## src/rtl/dense_seq_ctrl.sv

```systemverilog
// Sequencing controller for the serial dense stage: clears the accumulators, paces a feature
// vector into the stage, waits (bounded) for its result strobe and holds it on valid/ready.
module dense_seq_ctrl #(
    parameter int unsigned D          = 64,
    parameter int unsigned B          = 7,
    parameter int unsigned DATA_WIDTH = 8,
    parameter int unsigned ISSUE_GAP  = 2,
    parameter int unsigned TIMEOUT    = 16,
    parameter int unsigned AW         = (D <= 2) ? 1 : $clog2(D)
) (
    input  logic                       clk,
    input  logic                       rstn,
    input  logic                       start_i,
    output logic                       busy_o,
    output logic                       feat_rd_o,
    output logic [AW-1:0]              feat_addr_o,
    input  logic [DATA_WIDTH-1:0]      feat_data_i,
    output logic                       acc_clr_o,
    output logic                       dense_valid_o,
    output logic [DATA_WIDTH-1:0]      dense_data_o,
    input  logic                       dense_valid_i,
    input  logic [DATA_WIDTH*B-1:0]    dense_data_i,
    output logic                       res_valid_o,
    input  logic                       res_ready_i,
    output logic [DATA_WIDTH*B-1:0]    res_data_o,
    output logic                       err_o
);

    localparam int unsigned Gap = (ISSUE_GAP < 2) ? 2 : ISSUE_GAP;
    localparam int unsigned Tmo = (TIMEOUT < 1) ? 1 : TIMEOUT;
    localparam int unsigned GW  = $clog2(Gap);
    localparam int unsigned TW  = (Tmo < 2) ? 1 : $clog2(Tmo);

    localparam logic [GW-1:0] GapLast = GW'(Gap - 1);
    localparam logic [AW-1:0] IdxLast = AW'(D - 1);
    localparam logic [TW-1:0] TmoLast = TW'(Tmo - 1);

    typedef enum logic [2:0] {
        StIdle,
        StClear,
        StFeed,
        StDrain,
        StHold
    } state_e;

    state_e                    state_q, state_d;
    logic [AW-1:0]             idx_q, idx_d;
    logic [GW-1:0]             gap_q, gap_d;
    logic [TW-1:0]             tmo_q, tmo_d;
    logic                      err_q, err_d;
    logic [DATA_WIDTH*B-1:0]   res_data_q, res_data_d;
    logic                      rd_pipe_q;
    logic                      dv_q;
    logic [DATA_WIDTH-1:0]     dd_q;
    logic                      feat_rd;
    logic                      acc_clr;

    always_comb begin
        state_d    = state_q;
        idx_d      = idx_q;
        gap_d      = gap_q;
        tmo_d      = tmo_q;
        err_d      = err_q;
        res_data_d = res_data_q;
        feat_rd    = 1'b0;
        acc_clr    = 1'b0;

        unique case (state_q)
            StIdle: begin
                if (start_i) begin
                    state_d = StClear;
                    err_d   = 1'b0;
                end
            end
            StClear: begin
                acc_clr = 1'b1;
                idx_d   = '0;
                gap_d   = '0;
                state_d = StFeed;
            end
            StFeed: begin
                feat_rd = (gap_q == '0);
                gap_d   = (gap_q == GapLast) ? '0 : gap_q + GW'(1);
                if (feat_rd) begin
                    if (idx_q == IdxLast) begin
                        state_d = StDrain;
                        tmo_d   = '0;
                    end else begin
                        idx_d = idx_q + AW'(1);
                    end
                end
            end
            StDrain: begin
                if (dense_valid_i) begin
                    res_data_d = dense_data_i;
                    state_d    = StHold;
                end else if (tmo_q == TmoLast) begin
                    err_d   = 1'b1;
                    state_d = StIdle;
                end else begin
                    tmo_d = tmo_q + TW'(1);
                end
            end
            StHold: begin
                if (res_ready_i) begin
                    state_d = StIdle;
                end
            end
            default: state_d = StIdle;
        endcase

        // A result strobe is only legitimate while draining; anywhere else it is flagged.
        if (dense_valid_i && (state_q != StDrain)) begin
            err_d = 1'b1;
        end
    end

    always_ff @(posedge clk) begin
        if (!rstn) begin
            state_q    <= StIdle;
            idx_q      <= '0;
            gap_q      <= '0;
            tmo_q      <= '0;
            err_q      <= 1'b0;
            res_data_q <= '0;
        end else begin
            state_q    <= state_d;
            idx_q      <= idx_d;
            gap_q      <= gap_d;
            tmo_q      <= tmo_d;
            err_q      <= err_d;
            res_data_q <= res_data_d;
        end
    end

    // Element path: read at t, buffer data valid at t+1, registered strobe to the stage at t+2.
    always_ff @(posedge clk) begin
        if (!rstn) begin
            rd_pipe_q <= 1'b0;
            dv_q      <= 1'b0;
            dd_q      <= '0;
        end else begin
            rd_pipe_q <= feat_rd;
            dv_q      <= rd_pipe_q;
            if (rd_pipe_q) begin
                dd_q <= feat_data_i;
            end
        end
    end

    assign busy_o        = (state_q != StIdle);
    assign acc_clr_o     = acc_clr;
    assign feat_rd_o     = feat_rd;
    assign feat_addr_o   = feat_rd ? idx_q : '0;
    assign dense_valid_o = dv_q;
    assign dense_data_o  = dd_q;
    assign res_valid_o   = (state_q == StHold);
    assign res_data_o    = res_data_q;
    assign err_o         = err_q;

endmodule

```

## config.mk

```make
export PLATFORM = sky130hd
export DESIGN_NAME = dense_seq_ctrl
export DESIGN_NICKNAME = d
export VERILOG_FILES = /design/src/rtl/dense_seq_ctrl.sv
export SDC_FILE = /design/constraint.sdc
export NUM_CORES = 1
export LEC_CHECK = 0
export BUFFER_PORTS_ARGS = -buffer_cell sky130_fd_sc_hd__buf_2
export CAP_MARGIN = 15
export CORE_ASPECT_RATIO = 0.9
export CORE_UTILIZATION = 30
export CTS_CLUSTER_DIAMETER = 200
export DETAILED_ROUTE_END_ITERATION = 16
export SYNTH_ARGS = -nofsm -noshare
export SYNTH_HDL_FRONTEND = slang
export SYNTH_SLANG_ARGS = --single-unit
```

## constraint.sdc

```tcl
create_clock -name clk -period 1.61 [get_ports clk]
set_input_delay 0.161 -clock clk [delete_from_list [all_inputs] [get_ports clk]]
set_output_delay 0.161 -clock clk [all_outputs]
set_load 0.02 [all_outputs]
```

==> impl_metrics.env <==
export IMPL_synth_fa_ha_area_frac=0.008094
export IMPL_rows=34
export IMPL_finalHoldViolCount=0
export IMPL_synth_compound_area_share=0.1522
export IMPL_cap_viol_max_count=0
export IMPL_min_period_ps=1721
export IMPL_sw_frac_of_total=0.2370
export IMPL_worstPathArrival_ps=1560
export IMPL_report_final_setup_viol=8
export IMPL_vias=3081
export IMPL_syn_area_sq_um=3092
export IMPL_skew_ps=7.239
export IMPL_p_seq_frac=0.438
export IMPL_place_ws_ps=-11.30
export IMPL_path_class="reg2out"
export IMPL_io_buffers=144
export IMPL_cts_buffers=9
export IMPL_drc=0
export IMPL_cts_tree="built"
export IMPL_die_w_um=109.0
export IMPL_antenna_found_initial=0
export IMPL_status="finished, violations left"
export IMPL_n_antenna_cell=0
export IMPL_place_congestion=0.7661
export IMPL_synthCells=382
export IMPL_via_per_inst=4.619
export IMPL_met2_length_um=3634
export IMPL_routedWlPerCell_um=12.13
export IMPL_setup_tns_final_ps=-716.9
export IMPL_drt_total_wl_um=8093
export IMPL_crit_chain="or4b_4 -> clkinv_4 -> and2_4 -> buf_6"
export IMPL_hpwl_um=5748
export IMPL_final_net_count=607
export IMPL_clock_latency_ps=330
export IMPL_leakagePower_nw=1.954
export IMPL_drv_slew=0
export IMPL_synth_cell_types=37
export IMPL_grt_start_max_net_pins=42
export IMPL_pwr_share_comb=0.106
export IMPL_postSynthAreaPerCell_sq_um=8.093
export IMPL_synth_top_family_by_area="simple AND/OR/NAND/NOR gates"
export IMPL_coreArea_sq_um=9827
export IMPL_hp_class="in2reg"
export IMPL_seq_area_frac_synth=0.5245
export IMPL_end_kind="output pin"
export IMPL_hold_ws_ps=60.45
export IMPL_synthXorXnorAreaFrac=0
export IMPL_crit_required_ps=1450
export IMPL_ys_ff_latch=81
export IMPL_yosys_area_share_simple=0.2420
export IMPL_io_pin_count=145
export IMPL_detail_route_first_pass_iterations=4
export IMPL_grt_pass1_vias=2814
export IMPL_die_h_um=98.31
export IMPL_violations="setup timing"
export IMPL_cts_hold_buffers=0
export IMPL_grt_usage=0.1536
export IMPL_root_buffer="clkbuf_16"
export IMPL_fin_ws_ps=-111.4
export IMPL_final_design_area_no_fill_sq_um=4518
export IMPL_synth_mux_area_frac=0.02914
export IMPL_yosysWarnings=0
export IMPL_clk_path_buf_depth=2
export IMPL_grt_overflow=0
export IMPL_switchingPower_mw=1.127
export IMPL_vdd_ir_drop_max_mv=0.6100
export IMPL_slowest_delay_ps=560
export IMPL_drt_initial_drc_count=144
export IMPL_max_slew_margin_rel=0.6929
export IMPL_grt_pass1_wl_um=13060
export IMPL_n_fill_cell=970
export IMPL_p_int_mw=3.630
export IMPL_ant_nets=0
export IMPL_worst_path_max_fanout=8
export IMPL_fmax_mhz=580.9
export IMPL_die_area_sq_um=10720
export IMPL_p_per_area_nw_per_um2=1053
export IMPL_wl_met1_um=3662
export IMPL_final_layout_size_suffix_gt1_frac=0.3937
export IMPL_worst_path_buf_inv=2
export IMPL_worstMarginPinSlew_ps=460.0
export IMPL_dpl_cell_area_sq_um=4050
export IMPL_area_growth_pct=46.14
export IMPL_cp_slowest_cell="or4b_4"
export IMPL_clock_sinks=81
export IMPL_critPathTopFamily="simple AND/OR/NAND/NOR gates"
export IMPL_cts_clk_slew_worst_paths_ps=60
export IMPL_synth_fp_nets=453
export IMPL_rsz0062_at_grt="true"
export IMPL_top_layer="met4"
export IMPL_pwr_share_clk=0.457
export IMPL_met3_wirelength_um=660
export IMPL_cp_start_kind="flop"
export IMPL_fin_crit_sh=1.069
export IMPL_htree_num_levels=3
export IMPL_initial_utilization=0.3146
## what timing repair did
item / CTS / global route
setup buffers: 3 / 3
setup endpoints to repair: 11 / 13
pin swaps: 5 / 5
gates resized for setup: 24 / 12
## final cells by class
class,count,area (sq um),share of cell area
inverters,4,20.02,0.004431
repair buffers,169,970.9,0.2149
clock inverters,7,93.84,0.02077
flip-flops and latches,81,1629,0.3606
clock buffers,9,225.2,0.04985
well taps,126,157.7,0.03489
multi-input cells,271,1421,0.3146
## worst min-delay path, delay by kind of cell
family	cells	cell delay [ps]
compound gates	1	50
buf+inv	1	90
simple gates	1	40
## placed cells by master, fill, tap and decap left out, types with 3 or more instances in the layout
cell,netlist,routed
buf_2,9,136
or3_1,4,3
dfxtp_1,81,77
nor2_1,16,14
nand3_1,8,6
o21ai_0,6,5
a31oi_1,4,4
buf_4,1,24
a21oi_1,61,61
mux2i_1,9,9
clkbuf_16,0,9
nor3_1,3,3
dfxtp_2,0,3
buf_6,1,8
and2_4,0,6
nand2_1,124,124
or2_2,3,3
## metal layers
metal / up-vias / global-route usage
li1: 1578 / -
met1: 1386 / 0.1861
met2: 106 / 0.2429
met3: 11 / 0.06275
met4: 0 / 0.05509
met5: - / 0
## synthesized netlist by cell type, drive strengths merged
cell,count,area [sq um]
dfxtp,81,1622
o2111ai,2,17.52
or2,3,18.77
nand3,9,50.05
buf,11,63.81
clkinv,1,5.000
o31ai,2,15.01
a221oi,1,8.760
o22ai,2,12.51
nand4,1,6.260
o21ai,7,38.79
or3,4,25.02
o211ai,2,15.01
nor3,3,15.01
a41oi,1,8.760
a31oi,4,25.02
nand2b,2,12.51
and2,9,56.31
inv,3,11.26
clkbuf,15,56.30
or4b,1,13.76
a211oi,1,7.510
nand2,124,465.5
a21o,1,7.510
mux2i,9,90.09
nor2b,1,6.260
ha,2,25.02
a21oi,62,314.1
nand3b,1,7.510
or4,1,11.26
nor2,16,60.06
## power groups by stage
| stage | sequential, mW | combinational, mW | clock [mW] |
|---|---|---|---|
| after floorplan | 2.16 | 0.219 | 0 |
| after global placement | 2.12 | 0.450 | 0 |
| after detailed placement | 2.13 | 0.454 | 0 |
| after CTS | 2.08 | 0.486 | 2.24 |
| after global routing | 2.09 | 0.548 | 2.32 |
| final | 2.08 | 0.503 | 2.17 |
## stage by stage
step / util / cells / total power [mW]
3_5_place_dp: 0.4121 / 647 / 2.580
2_1_floorplan: - / 382 / 2.376
4_1_cts: 0.4542 / 665 / 4.813
3_3_place_gp: 0.4121 / 647 / 2.574
6_report: 0.4598 / 667 / 4.758
5_1_grt: 0.4598 / 667 / 4.959
## logic make-up after synthesis
group,Yosys count
and+or+nand+nor,175
AOI/OAI and AO/OA,85
DFF,81
buffers and inverters,30
muxes,9
adders and majority gates,2
## sequential cells by signal (all words and copies together) (netlist names)
register	flops
res_data_o	56
rd_pipe_q	1
idx_q	6
dense_data_o	8
dense_valid_o	1
tmo_q	4
state_q	3
err_o	1
gap_q	1
## final timing paths
kind / to / from / slack, ps / cells past startpoint
worst min register to register: res_data_o[21] / res_data_o[21] / 450 / 2
worst min-delay path: res_data_o[5] / dense_data_i[5] / 60 / 3
worst max-delay path: feat_addr_o[5] / state_q[2] / -110 / 4
worst max register to register: idx_q[5] / state_q[2] / -20 / 4
(Power assumes the default switching activity.)
